File: config.mk
export PLATFORM = sky130hd
export DESIGN_NAME = mips_selftest_sequencer
export DESIGN_NICKNAME = d
export VERILOG_FILES = /design/src/rtl/mips_selftest_sequencer.sv
export SDC_FILE = /design/constraint.sdc
export NUM_CORES = 1
export LEC_CHECK = 0
export ABC_CLOCK_PERIOD_IN_PS = 6000
export BUFFER_PORTS_ARGS = -buffer_cell sky130_fd_sc_hd__buf_2
export CAP_MARGIN = 20
export CORE_UTILIZATION = 52
export DETAILED_ROUTE_END_ITERATION = 10
export PLACE_DENSITY_LB_ADDON = 0.25
export SLEW_MARGIN = 10
export SYNTH_ARGS = -nofsm -noshare
export SYNTH_HDL_FRONTEND = slang
export SYNTH_SLANG_ARGS = --single-unit
export TNS_END_PERCENT = 30
File: constraint.sdc
create_clock -name clock_in -period 6 [get_ports clock_in]
set_input_delay 1.2 -clock clock_in [delete_from_list [all_inputs] [get_ports clock_in]]
set_output_delay 1.2 -clock clock_in [all_outputs]
set_load 0.01 [all_outputs]
File: src/rtl/mips_selftest_sequencer.sv
// mips_selftest_sequencer: loads a program image into the MIPS core's instruction memory, runs it and polls one data word for a pass value.
module mips_selftest_sequencer #(
  parameter int DATA_WIDTH = 32,
  parameter int ADDR_WIDTH = 32,
  parameter int PROG_DEPTH = 64,
  parameter int ADDR_STEP  = 4,
  parameter int SETTLE     = 8,
  parameter int TIMEOUT    = 1024,
  localparam int LW = $clog2(PROG_DEPTH + 1),
  localparam int IW = $clog2(PROG_DEPTH),
  localparam int CW = $clog2(TIMEOUT + 1)
) (
  input  logic                  clock_in,
  input  logic                  reset_in,
  input  logic                  start_in,
  input  logic                  abort_in,
  input  logic [LW-1:0]         prog_len_in,
  input  logic [ADDR_WIDTH-1:0] check_addr_in,
  input  logic [DATA_WIDTH-1:0] expected_in,
  output logic [IW-1:0]         prog_index_out,
  input  logic [DATA_WIDTH-1:0] prog_word_in,
  output logic                  core_reset_out,
  output logic                  instr_write_out,
  output logic [ADDR_WIDTH-1:0] instr_address_out,
  output logic [DATA_WIDTH-1:0] instr_out,
  output logic [ADDR_WIDTH-1:0] read_data_address_out,
  input  logic [DATA_WIDTH-1:0] read_data_in,
  output logic                  busy_out,
  output logic                  done_out,
  output logic                  pass_out,
  output logic                  timeout_out,
  output logic                  error_out,
  output logic [CW-1:0]         cycles_out
);
  typedef enum logic [1:0] {IDLE, LOAD, RUN, DONE} state_t;
  state_t state, state_n;
  logic [LW-1:0] len, len_n;
  logic [IW-1:0] idx, idx_n;
  logic [ADDR_WIDTH-1:0] chk, chk_n;
  logic [DATA_WIDTH-1:0] exp_q, exp_n;
  logic pass_n, timeout_n, error_n;
  logic [CW-1:0] cyc_n;
  logic can_start, legal, match;
  assign prog_index_out    = idx;
  assign instr_address_out = ADDR_WIDTH'(idx) * ADDR_WIDTH'(ADDR_STEP);
  assign instr_out         = instr_write_out ? prog_word_in : '0;
  assign can_start = start_in && (state == IDLE || state == DONE);
  assign legal     = prog_len_in != '0 && prog_len_in <= LW'(PROG_DEPTH);
  // comparison is masked until the pipeline has had time to fill
  assign match     = cycles_out >= CW'(SETTLE) && read_data_in == exp_q;
  always_comb begin
    state_n   = state;
    len_n     = len;
    idx_n     = idx;
    chk_n     = chk;
    exp_n     = exp_q;
    pass_n    = pass_out;
    timeout_n = timeout_out;
    error_n   = error_out;
    cyc_n     = cycles_out;
    if (can_start) begin
      state_n   = legal ? LOAD : DONE;
      len_n     = legal ? prog_len_in : len;
      chk_n     = legal ? check_addr_in : chk;
      exp_n     = legal ? expected_in : exp_q;
      idx_n     = '0;
      pass_n    = 1'b0;
      timeout_n = 1'b0;
      error_n   = !legal;
      cyc_n     = '0;
    end else if (abort_in && (state == LOAD || state == RUN)) begin
      state_n   = IDLE;
      idx_n     = '0;
      pass_n    = 1'b0;
      timeout_n = 1'b0;
      error_n   = 1'b0;
      cyc_n     = '0;
    end else if (state == LOAD) begin
      state_n = LW'(idx) + LW'(1) == len ? RUN : LOAD;
      idx_n   = LW'(idx) + LW'(1) == len ? '0 : idx + IW'(1);
    end else if (state == RUN) begin
      state_n   = match || cycles_out == CW'(TIMEOUT - 1) ? DONE : RUN;
      pass_n    = match;
      timeout_n = !match && cycles_out == CW'(TIMEOUT - 1);
      cyc_n     = match || cycles_out == CW'(TIMEOUT - 1) ? cycles_out : cycles_out + CW'(1);
    end
  end
  always_ff @(posedge clock_in or negedge reset_in) begin
    if (!reset_in) begin
      state                 <= IDLE;
      len                   <= '0;
      idx                   <= '0;
      chk                   <= '0;
      exp_q                 <= '0;
      core_reset_out        <= 1'b1;
      instr_write_out       <= 1'b0;
      read_data_address_out <= '0;
      busy_out              <= 1'b0;
      done_out              <= 1'b0;
      pass_out              <= 1'b0;
      timeout_out           <= 1'b0;
      error_out             <= 1'b0;
      cycles_out            <= '0;
    end else begin
      state                 <= state_n;
      len                   <= len_n;
      idx                   <= idx_n;
      chk                   <= chk_n;
      exp_q                 <= exp_n;
      core_reset_out        <= state_n != RUN;
      instr_write_out       <= state_n == LOAD;
      read_data_address_out <= (state_n == RUN || state_n == DONE) ? chk_n : '0;
      busy_out              <= state_n == LOAD || state_n == RUN;
      done_out              <= state_n == DONE;
      pass_out              <= pass_n;
      timeout_out           <= timeout_n;
      error_out             <= error_n;
      cycles_out            <= cyc_n;
    end
  end
endmodule

# --- Yosys cells after proc, flatten, opt, wreduce, memory -nomap -nowiden ---
# Index checks and enable logic that the tools add are counted.
word_totals:
  output_inout_bits: 120
  word_cells: 81
  in_bits: 139
  ff_bits: 129
classes:
  eq_ne: 12
  addsub: 3
  n_reduce_logical: 20
  mux: 30
  order_cmp: 2
ops:
  columns: ["operator", "count"]
  rows:
  - ["32-bit two-way mux", 4]
  - ["11-bit two-way mux", 5]
  - ["32-bit == test", 1]
  - ["6-bit two-way mux", 4]
  - ["2-bit two-way mux", 6]
  - ["11-bit by 1-bit adder with 11-bit output, second input constant", 1]
  - ["11-bit by 10-bit == test with 1-bit output, second input constant", 1]
  - ["11-bit by 4-bit greater-or-equal comparator with 1-bit output, second input constant", 1]
  - ["1-bit two-way mux", 11]
  - ["2-bit == test, second input constant", 4]
  - ["6-bit by 1-bit adder with 7-bit output, second input constant", 1]
  - ["7-bit == test", 1]
  - ["7-bit less-or-equal comparator, second input constant", 1]
  - ["7-bit nonzero test", 1]
  - ["6-bit by 1-bit adder with 6-bit output, second input constant", 1]
  - ["3-bit nonzero test", 2]
  - ["1-bit logical AND", 5]
  - ["1-bit logical OR", 5]
  - ["2-bit by 1-bit == test with 1-bit output, second input constant", 2]
  - ["2-bit AND reduction", 2]
  - ["3-bit by 2-bit inequality test with 1-bit output, second input constant", 1]
  - ["3-bit inequality test, second input constant", 1]
  - ["3-bit AND reduction", 1]
  - ["1-bit logical NOT", 2]
  - ["other kinds (3)", 3]

# --- Depth between registers and ports, before layout ---
# Gate-level depths: netlist of run 1.
depth:
  ltp_word: 11
  depth_mapped: 12
  ltp_nobuf: 10

# --- Worst setup path after synthesis of run 1 ---
# OpenSTA, ideal clock, no wires.
synth_timing:
  path_kind: "input to register"
  startpoint: "input read_data_in[28]"
  endpoint: "register read_data_address_out[0]"
  arrival_ns: 3.170
  slack_ns: 2.698
  stages: 11
  n_path_buf: 1
  setup_time_ns: 0.132
  t_required_ns: 5.868
  path_cell_list: "xnor2_1 nand4_1 nor3_1 nand4b_1 and3_4 o31ai_4 o22ai_1 ha_1 nor2_1 clkbuf_1 nor2b_1"
synth_via:
  elab_chain_cells: 11
  word_cells_on_any_way: 12
  cone_classes: "3 x eq/ne; 6 x mux; 3 x reduce/logical"
synth_lines:
  columns: ["element", "line_no", "rtl"]
  rows:
  - ["start, declared", "27", "input logic [DATA_WIDTH-1:0] read_data_in,"]
  - ["32-bit == test (*)", "50", "assign match = cycles_out >= CW'(SETTLE) && read_data_in == exp_q;"]
  - ["1-bit logical AND (*)", "50", null]
  - ["1-bit logical OR (*)", "82", "state_n = match || cycles_out == CW'(TIMEOUT - 1) ? DONE : RUN;"]
  - ["1-bit two-way mux (*)", "82", null]
  - ["2-bit two-way mux (*)", "81", "end else if (state == RUN) begin"]
  - ["2-bit two-way mux (*)", "78", "end else if (state == LOAD) begin"]
  - ["2-bit two-way mux (*)", "71", "end else if (abort_in && (state == LOAD || state == RUN)) begin"]
  - ["2-bit two-way mux (*)", "61", "if (can_start) begin"]
  - ["2-bit == test", "112", "read_data_address_out <= (state_n == RUN || state_n == DONE) ? chk_n : '0;"]
  - ["1-bit logical OR (*)", "112", null]
  - ["32-bit two-way mux (*)", "112", null]
  - ["end signal, assigned", "112", null]
  - ["end, declared", "26", "output logic [ADDR_WIDTH-1:0] read_data_address_out,"]
# Mark *: on every way between the ends. The rest lies on a longest branch, timed or not.
# A chain may end at the register's enable or synchronous reset.

# --- Final worst setup path of run 1 ---
layout_timing:
  startpoint: "input prog_len_in[3]"
  endpoint: "register read_data_address_out[15]"
layout_via:
  word_cells_on_any_way: 11
  cone_classes: "1 x order compare; 2 x eq/ne; 5 x mux; 3 x reduce/logical"
layout_rtl:
  columns: ["element", "line_no", "rtl"]
  rows:
  - ["start, declared", "17", "input logic [LW-1:0] prog_len_in,"]
  - ["7-bit less-or-equal comparator / 7-bit nonzero test (equally long branches)", "48", "assign legal = prog_len_in != '0 && prog_len_in <= LW'(PROG_DEPTH);"]
  - ["1-bit logical AND (*)", "48", null]
  - ["32-bit two-way mux (*)", "64", "chk_n = legal ? check_addr_in : chk;"]
  - ["32-bit two-way mux (*)", "61", null]
  - ["via chk_n[15]", "39", "logic [ADDR_WIDTH-1:0] chk, chk_n;"]
  - ["32-bit two-way mux (*)", "112", null]
# The timed path passes the listed nets; every way through them passes the cells marked *.

==> results.txt, run 1 <==
Status = finished, final reports clean
# hold bufs at CTS = 0
Post-route setup TNS = 0 ns
Nets = 887
Layout cells sized above 1 = 45.7%
Synth Area per Inst = 11.9 um2
Insertion delay to the later sink of the worst-skew pair = 0.41 ns
# clock sinks = 129
Post-Place Worst Slack = 2.11 ns
Worst setup EP type = flip-flop
Initial Utilization = 54.4%
Synth warn = 0
DP Wirelength = 10.8 mm
Post-synthesis cell area = 6030 um2
Setup-failing EPs final = 0
Total CTS buffers = 17
XOR/XNOR Fraction of Synth Area = 6.10%
Final Hold Fails = 0
# DRC = 0
Total I/O pin count = 259
Synth area leaders = dfrtp_1 (53%), mux2_2 (13%), xnor2_1 (4.9%)
Simple-gate area share of the yosys netlist = 13.9%
Post-synth EDFFs = 0
Longest Clk Path Bufs = 2
Die Span Y = 110 um
Initial DRC count = 189
Power per Cell Area = 515 nW/um2
First drt pass iteration count = 4
Final min period = 3.44 ns
Vias in the first global route = 4727
WP data arrival = 3.73 ns
Slowest stage delay, CP = 0.81 ns
Die Area = 12000 um2
DIE WIDTH = 110 um
Async SR Flop Fraction = 100%
CTS tree = built
Required @ worst endpoint = 6.29 ns
Hold WC Path Type = reg2reg
Synth area leader = dfrtp_1
Global-route wire length before repair = 22.5 mm
# Post-CTS Setup Buffers = 0
Slew HR = 36.5%
FILL cells = 821
Critical path, cell by cell = buf_2, nor4_1, nand2_1, xor2_1, nor2b_4, buf_4, mux2_2, nor2b_1
Via/cell ratio = 5.13
Fin worst setup slack = 2.56 ns
Gp weighted congestion = 0.867
Antenna Cells = 0
H-tree levels = 4
Crit path max fanout = 34
Primary FF master, synth = dfrtp_1
Crit-path slowest cell = nor2b_4
Post-Route WL = 14.3 mm
Fin. max-slew vios = 0
All-Layer GR Usage = 25.2%
Largest net degree at the start of global routing = 67
Clk_skew = 0.00593 ns
RSZ-0062 raised after global routing = no
Synth Area in Adders = 1.87%
Cell Rows = 38
Total gr overflow = 0
FF+latch count, synth = 129
# Max-Cap Violations = 0
LEAKAGE = 3.93 nW
Crit Path Category = in2reg
Post-Synthesis Cells = 508
Peak VDD IR = 0.333 mV
Top-area cell type share of the netlist area = 53.1%
Initial antenna violation count = 0
Vias = 4577
Post-cts resize count = 0
Worst-path clk slew = 0.06 ns
Core Area = 11100 um2
Achievable Freq = 290 MHz
Mux contribution to synthesized area = 13.9%
Largest family of logic cells by synthesized area = simple AND/OR/NAND/NOR gates
Tcrit/Tclk final = 57.4%
Slew @ Worst Pin = 0.950 ns
Clk root buf = clkbuf_16
Post-synthesis cell type count = 41
Area Overhead vs Synth = 29.8%
Routed len/inst = 16.0 um
Antenna viol nets, final = 0
Launching element type of the critical path = input port
Buffers on Ports = 232
Sequential area share after synthesis = 53.5%
Synth Area in Compound Gates = 4.59%
## cell type report
class / count / area [um2] / area share (%)
Sequential cell: 129 / 3230 / 41.2
Multi-Input combinational cell: 343 / 2540 / 32.5
Timing Repair Buffer: 236 / 1190 / 15.2
Clock buffer: 18 / 439 / 5.61
Clock inverter: 14 / 203 / 2.59
Tap cell: 140 / 175 / 2.24
Inverter: 12 / 45.0 / 0.575
## sequential cells by signal (all words and copies together), names as in the netlist
register,flops
prog_index_out,6
busy_out,1
exp_q,32
core_reset_out,1
pass_out,1
len,7
cycles_out,11
read_data_address_out,32
chk,32
state,2
error_out,1
instr_write_out,1
timeout_out,1
done_out,1
## cells by family (layout without fill, tap and decap cells)
| logic type | count (synthesis) | count (layout) |
|---|---|---|
| fa+ha+maj | 9 | 9 |
| flops | 129 | 129 |
| compound gates | 40 | 40 |
| other cells | 1 | 26 |
| simple gates | 151 | 151 |
| xor+xnor | 42 | 42 |
| mux | 75 | 75 |
| buf+inv | 61 | 280 |
## power breakdown
group	internal [mW]	switching, mW
combinational	0.723	0.775
sequential	1.23	0.203
clock	0.711	0.390
total	2.66	1.37
## layout by cell type (no fill, tap or decap), drive strengths merged, types with 2 or more instances in the layout
master    count
a2111oi       2
a21o          3
a21oi         7
a22o          3
a31oi         3
and2         32
and3          4
buf         236
bufinv        4
clkbuf       18
clkinv        3
clkinvlp      4
conb         26
dfrtp       128
ha            9
inv          15
mux2         71
mux2i         4
nand2        25
nand2b        5
nand3         7
nand4        10
nor2         16
nor2b        34
nor3          4
nor4          6
o211ai        2
o21a          3
o21ai         9
o22ai         3
o31ai         2
or3           4
or4           2
xnor2        34
xor2          8
## cells in the mapped netlist (4+ instances only)
library cell and n:
buf_2 9, nor4_1 6, nand2b_1 5, xnor2_1 34
nand3_1 7, nor2_1 16, nand4_1 10, a21oi_1 7
ha_1 9, xor2_1 8, clkbuf_1 8, inv_1 12
and2_1 32, mux2_2 71, buf_4 32, dfrtp_1 128
mux2i_1 4, nor2b_1 34, nor3_1 4, nand2_1 25
or3_1 4, o21ai_0 9
## final timing paths
path | slack, ns | depth (start not counted) | end | start
worst min register to register | 0.48 | 2 | pass_out$_DFFE_PN0P_ | pass_out$_DFFE_PN0P_
worst max-delay path | 2.56 | 8 | read_data_address_out[15]$_DFF_PN0_ | prog_len_in[3]
worst min-delay path | 0.48 | 2 | pass_out$_DFFE_PN0P_ | pass_out$_DFFE_PN0P_
max in group asynchronous | 3.82 | 2 | read_data_address_out[22]$_DFF_PN0_ | reset_in
min in group asynchronous | 0.87 | 1 | exp_q[24]$_DFFE_PN0P_ | reset_in
worst max register to register | 2.82 | 11 | read_data_address_out[11]$_DFF_PN0_ | prog_index_out[0]$_DFFE_PN0P_
## metrics by stage
step	util (%)	area (um2)	power [mW]	std cells	hold slack [ns]
after floorplan	-	6120	2.49	533	0.466
after global placement	64.9	7190	2.86	860	0.474
after detailed placement	64.9	7190	2.95	860	0.481
after CTS	70.7	7830	4.07	892	0.494
after global routing	70.7	7830	4.30	892	0.497
final	70.7	7830	4.03	892	0.482
## worst max-delay path: cells and delay by family
kind / cells / cell delay [ns]
buffers and inverters: 2 / 0.51
muxes: 1 / 0.38
xor gates and xnor gates: 1 / 0.19
and+or+nand+nor: 4 / 1.41
## metal layers
layer  share of wire [%]  routed length [um]  GRT usage, %
met5                   0                   0             0
met4                 2.2                 308          10.5
met3                 7.9                1140          8.60
met2                  54                7680          44.7
met1                  36                5180          27.5
No activity file was read; power rests on OpenSTA's default activity.
==> run 2, diff against run 1 <==
Settings changed: ABC_CLOCK_PERIOD_IN_PS 6000 to 3260, CORE_UTILIZATION 52 to 48.
Clock period 6 ns to 3.26 ns, I/O delays scaled along.
==> results.txt, run 2 (same netlist as run 1, synthesis figures left out) <==
Crit-path slowest cell = dfrtp_1
# Post-CTS Setup Buffers = 0 (unchanged)
Total gr overflow = 0 (unchanged)
Clk_skew = 0.0138 ns (+0.00788 ns)
Clk root buf = clkbuf_16
Final min period = 3.02 ns
RSZ-0062 raised after global routing = no
Post-cts resize count = 0 (unchanged)
Peak VDD IR = 0.552 mV (+66%)
Crit Path Category = reg2reg
Gp weighted congestion = 0.899 (+3.6%)
Worst setup EP type = flip-flop
Core Area = 12100 um2 (+9.3%)
Placed cells = 890 (+3.5%)
Final core utilization = 65.2% (-5.5 points)
Setup-failing EPs final = 0 (unchanged)
Slew @ Worst Pin = 0.749 ns (-0.201 ns)
Vias = 4549 (-0.61%)
First drt pass iteration count = 4 (unchanged)
Tcrit/Tclk final = 92.7%
Commonest non-fill, non-tap cell in the layout = buf_2
# DRC = 0 (unchanged)
Worst r2r src = prog_index_out[0]$_DFFE_PN0P_
WP data arrival = 3.32 ns (-0.41 ns)
Total CTS buffers = 17 (unchanged)
Tot Pwr = 7.42 mW (+84%)
Via/cell ratio = 4.94 (-3.7%)
FILL cells = 977 (+19%)
Fin. max-slew vios = 0 (unchanged)
Antenna viol nets, final = 0 (unchanged)
Slew HR = 49.9% (+13 points)
Required @ worst endpoint = 3.56 ns (-2.73 ns)
Final Hold Fails = 0 (unchanged)
Area Overhead vs Synth = 30.9%
Layout Cells excl Fill = 921 (+3.3%)
Hold WC Path Type = in2async
Power per Cell Area = 939 nW/um2 (+82%)
H-tree levels = 4 (unchanged)
DIE WIDTH = 114 um (+4.0%)
Vias in the first global route = 4740 (+0.28%)
Post-Route WL = 14.1 mm (-1.1%)
# clock sinks = 129 (unchanged)
Commonest cells after routing, fill and taps aside = buf_2 (231), dfrtp_1 (128), mux2_2 (71)
Die Span Y = 114 um (+4.0%)
Largest net degree at the start of global routing = 71 (+6.0%)
Status = finished, final reports clean
DP Wirelength = 10.7 mm (-0.73%)
Nets = 889 (+0.23%)
CTS tree = built
Cell Rows = 40 (+5.3%)
Reg area = 3230 um2 (unchanged)
Initial antenna violation count = 1 (+1)
Initial DRC count = 178 (-5.8%)
Top flop regs = chk x32, exp_q x32, read_data_address_out x32
All-Layer GR Usage = 23.1% (-2.1 points)
Crit path max fanout = 31 (-8.8%)
Critical path, cell by cell = ha_1, nand3_1, o21a_1, a2111oi_0, a41o_1, o22ai_1, o22a_1, ha_1, nor2_2, buf_12, nor2b_1
# hold bufs at CTS = 0 (unchanged)
Die Area = 13000 um2 (+8.2%)
Post-route setup TNS = 0 ns (unchanged)
# Max-Cap Violations = 0 (unchanged)
Routed len/inst = 15.4 um (-4.2%)
Total I/O pin count = 259 (unchanged)
Layout cells sized above 1 = 45.6% (-0.13 points)
Insertion delay to the later sink of the worst-skew pair = 0.42 ns (about the same)
Slowest stage delay, CP = 0.45 ns (-0.36 ns)
LEAKAGE = 3.95 nW (+0.60%)
Buffers on Ports = 232 (unchanged)
Launching element type of the critical path = flip-flop
Global-route wire length before repair = 22.7 mm (+1.3%)
Achievable Freq = 331 MHz
Longest Clk Path Bufs = 2 (unchanged)
Min Hold Slack = 0.237 ns (-0.245 ns)
Worst-path clk slew = 0.05 ns (about the same)
Most used cell, CP = ha_1
Crit path launch = prog_index_out[0]$_DFFE_PN0P_
Area occupied by multi-input gates = 2540 um2 (unchanged)
Initial Utilization = 49.8% (-4.6 points)
## run 2: cell count changes in the layout (fill, tap and decap cells not counted)
cell        before  now
clkinvlp_4       4    1
clkinv_2         0    3
clkbuf_1         0    1
buf_12           0    3
clkinv_4         3    2
diode_2          0    1
inv_6            3    0
buf_4            5    4
clkbuf_8         1    2
## run 2: worst max-delay path, delay by kind of cell (launching register included)
| kind | cells | cell delay [ns] |
|---|---|---|
| DFF | 1 | 0.45 |
| buffers and inverters | 1 | 0.20 |
| and+or+nand+nor | 3 | 0.39 |
| AOI/OAI and AO/OA | 5 | 1.37 |
| adders and majority gates | 2 | 0.48 |
## run 2: layout make-up
type / instances / area share (%)
well taps: 168 / 2.66
flip-flops and latches: 129 / 40.9
clock inverters: 10 / 2.03
inverters: 12 / 0.571
repair buffers: 238 / 15.8
diodes: 1 / 0.0317
clock buffers: 20 / 5.78
multi-input cells: 343 / 32.2
## run 2: power breakdown
part | leakage (nW) | total, mW | internal (mW) | switching (mW)
clock network | 0.302 | 1.97 | 1.31 | 0.665
logic | 2.04 | 2.81 | 1.40 | 1.42
registers | 1.61 | 2.63 | 2.26 | 0.371
## run 2: metal layers
| layer | track usage (%) | share of wire [%] |
|---|---|---|
| met5 | 0 | 0 |
| met4 | 12.4 | 3.5 |
| met3 | 8.68 | 8.7 |
| met2 | 40.8 | 51 |
| met1 | 23.7 | 36 |
## run 2: final timing paths
check                      slack (ns)                                   to  cells past startpoint
setup / recovery                 0.24  read_data_address_out[28]$_DFF_PN0_                     11
setup reg to reg                 0.24  read_data_address_out[28]$_DFF_PN0_                     11
hold reg to reg                  0.49                 pass_out$_DFFE_PN0P_                      2
min in group clock_in            0.47                exp_q[13]$_DFFE_PN0P_                      2
hold / removal                   0.24                exp_q[24]$_DFFE_PN0P_                      1
max in group asynchronous        2.24             core_reset_out$_DFF_PN1_                      2
## run 2: metrics by stage
stage / worst slack [ns] / instance area (um2)
finish: 0.239 / 7900
global route: 0.0320 / 7900
CTS: 0.237 / 7890
detailed placement: 0.249 / 7280
global placement: 0.430 / 7280
floorplan: 0.399 / 6120
==> run 3, diff against run 2 <==
Settings changed: ABC_AREA set to 1, CORE_UTILIZATION 48 to 49, MAX_ROUTING_LAYER set to met4, SETUP_SLACK_MARGIN set to 0.02.
==> results.txt, run 3 <==
Gp weighted congestion = 0.874 (-2.7%)
Vias in the first global route = 5220 (+10%)
Post-Synthesis Cells = 825 (+62%)
Global-route wire length before repair = 23.8 mm (+4.5%)
Initial antenna violation count = 1 (unchanged)
Vias = 5683 (+25%)
Tcrit/Tclk final = 80.5% (-12 points)
Post-cts resize count = 0 (unchanged)
CTS tree = built
Buffers on Ports = 232 (unchanged)
Status = finished, final reports clean
DP Wirelength = 11.4 mm (+6.5%)
Cell Rows = 41 (+2.5%)
Longest Clk Path Bufs = 2 (unchanged)
Final core utilization = 64.8% (-0.37 points)
DIE WIDTH = 117 um (+2.3%)
Post-synthesis cell area = 6440 um2 (+6.8%)
Area Overhead vs Synth = 28.0%
Post-synth EDFFs = 0 (unchanged)
Clk_skew = 0.00800 ns (-0.00581 ns)
# Max-Cap Violations = 0 (unchanged)
Achievable Freq = 381 MHz (+15%)
Commonest cells after routing, fill and taps aside = buf_2 (231), nand2_1 (225), inv_1 (155)
Crit path max fanout = 12 (-61%)
# DRC = 0 (unchanged)
Synth warn = 0 (unchanged)
Via/cell ratio = 4.59 (-7.1%)
Initial DRC count = 226 (+27%)
Hold WC Path Type = in2async
RSZ-0062 raised after global routing = no
Worst-path clk slew = 0.06 ns (about the same)
Layout cells sized above 1 = 26.4% (-19 points)
# clock sinks = 129 (unchanged)
Final min period = 2.62 ns (-0.397 ns)
Worst setup EP type = flip-flop
Power per Cell Area = 876 nW/um2 (-6.8%)
Routed len/inst = 12.4 um (-19%)
Synth area leader = dfrtp_1
Post-synthesis cell type count = 28 (-32%)
Antenna viol nets, final = 0 (unchanged)
Sequential area share after synthesis = 50.1% (-3.4 points)
Clk root buf = clkbuf_16
Post-Route WL = 15.4 mm (+8.7%)
Top cells by count, synth = nand2_1 (225), inv_1 (155), dfrtp_1 (128), nor2_1 (79), nand3_1 (60)
Top-area cell type share of the netlist area = 49.7% (-3.4 points)
Top flop regs = chk x32, exp_q x32, read_data_address_out x32
Synth area leaders = dfrtp_1 (50%), nand2_1 (13%), inv_1 (9.0%)
# hold bufs at CTS = 0 (unchanged)
Commonest non-fill, non-tap cell in the layout = buf_2
WP data arrival = 2.92 ns (-0.40 ns)
First drt pass iteration count = 4 (unchanged)
Insertion delay to the later sink of the worst-skew pair = 0.41 ns (about the same)
# Post-CTS Setup Buffers = 0 (unchanged)
Nets = 1200 (+35%)
Largest net degree at the start of global routing = 65 (-8.5%)
Initial Utilization = 50.6% (+0.86 points)
Total CTS buffers = 17 (unchanged)
Post-route setup TNS = 0 ns (unchanged)
Total gr overflow = 0 (unchanged)
Core Area = 12700 um2 (+5.0%)
Async SR Flop Fraction = 100% (unchanged)
All-Layer GR Usage = 24.3% (+1.2 points)
Final Hold Fails = 0 (unchanged)
Crit Path Category = reg2reg
Die Area = 13600 um2 (+4.6%)
Slew @ Worst Pin = 0.884 ns (+0.135 ns)
Setup-failing EPs final = 0 (unchanged)
Slew HR = 41.1% (-8.8 points)
FF+latch count, synth = 129 (unchanged)
H-tree levels = 4 (unchanged)
Die Span Y = 117 um (+2.3%)
LEAKAGE = 4.97 nW (+26%)
Peak VDD IR = 0.591 mV (+7.1%)
Fin. max-slew vios = 0 (unchanged)
Required @ worst endpoint = 3.56 ns (about the same)
Launching element type of the critical path = flip-flop
Primary FF master, synth = dfrtp_1
Synth Area per Inst = 7.81 um2 (-34%)
Total I/O pin count = 259 (unchanged)
Top-count cell post-synth = nand2_1
-- run 3: cell types whose count changed in the layout (fill, tap and decap cells not counted), sizes merged, moves of 34 or more --
cell   delta
inv     +145
mux2     -71
nand2   +201
nand3    +53
nor2     +63
nor2b    -34
o21ai    +36
-- run 3: critical path: stages (launching register included) --
cell and delay, ns:
dfrtp_1 0.40, inv_1 0.06, ha_1 0.31, nand2_1 0.15, inv_2 0.07, nor2_1 0.45, inv_1 0.18, nand2_1 0.37
nand2_1 0.32, nand2_1 0.15, nand2_1 0.05
-- run 3: per-layer routing --
layer  wire, um  up-vias  global-route usage [%]
li1           -     2890                       -
met1       6120     2564                    26.4
met2       7730      194                    41.3
met3       1050       35                    6.80
met4        482        0                    10.8
met5          0        -                       -
-- run 3: cell families (layout without fill, tap and decap cells) --
kind of cell / after synthesis / in the layout / share of synthesized area, %
AND/OR/NAND/NOR: 379 / 379 / 23.9
buffers and inverters: 214 / 428 / 14.6
flip-flops: 129 / 129 / 50.1
AO/OA/AOI/OAI: 65 / 65 / 5.44
other: 1 / 28 / 0.0582
adder cells (fa/ha/maj): 9 / 9 / 1.75
XOR/XNOR: 28 / 28 / 4.10
-- run 3: final cells by class --
cell class	instances	area, um2
Timing Repair Buffer	241	1270
Clock inverter	12	136
Tap cell	172	215
Inverter	156	586
Sequential cell	129	3230
Antenna cell	2	5.00
Fill cell	1171	4480
Clock buffer	19	433
Multi-Input combinational cell	507	2370
-- run 3: power by group --
group	internal, mW	leakage (nW)	switching, mW	total [mW]
registers	2.24	1.58	0.326	2.56
logic	1.06	3.12	1.78	2.84
clock network	1.12	0.269	0.693	1.82
-- run 3: metrics by stage --
step	power, mW	instance area [um2]	hold slack (ns)	worst slack [ns]	instances
floorplan	4.49	6540	0.356	0.852	850
global placement	5.35	7670	0.474	0.718	1205
detailed placement	5.45	7670	0.479	0.588	1205
CTS	7.30	8240	0.127	0.644	1236
global route	7.85	8240	0.143	0.332	1237
finish	7.22	8250	0.130	0.637	1238
-- run 3: final timing paths --
path,startpoint,depth (start not counted),slack (ns),end
max,state[0]$_DFF_PN0_,10,0.64,cycles_out[9]$_DFFE_PN0P_
min,reset_in,1,0.13,exp_q[0]$_DFFE_PN0P_
max reg2reg,state[0]$_DFF_PN0_,10,0.64,cycles_out[9]$_DFFE_PN0P_
min reg2reg,exp_q[16]$_DFFE_PN0P_,2,0.49,exp_q[16]$_DFFE_PN0P_
max in group asynchronous,reset_in,2,2.28,exp_q[27]$_DFFE_PN0P_
min in group clock_in,check_addr_in[18],3,0.47,chk[18]$_DFF_PN0_
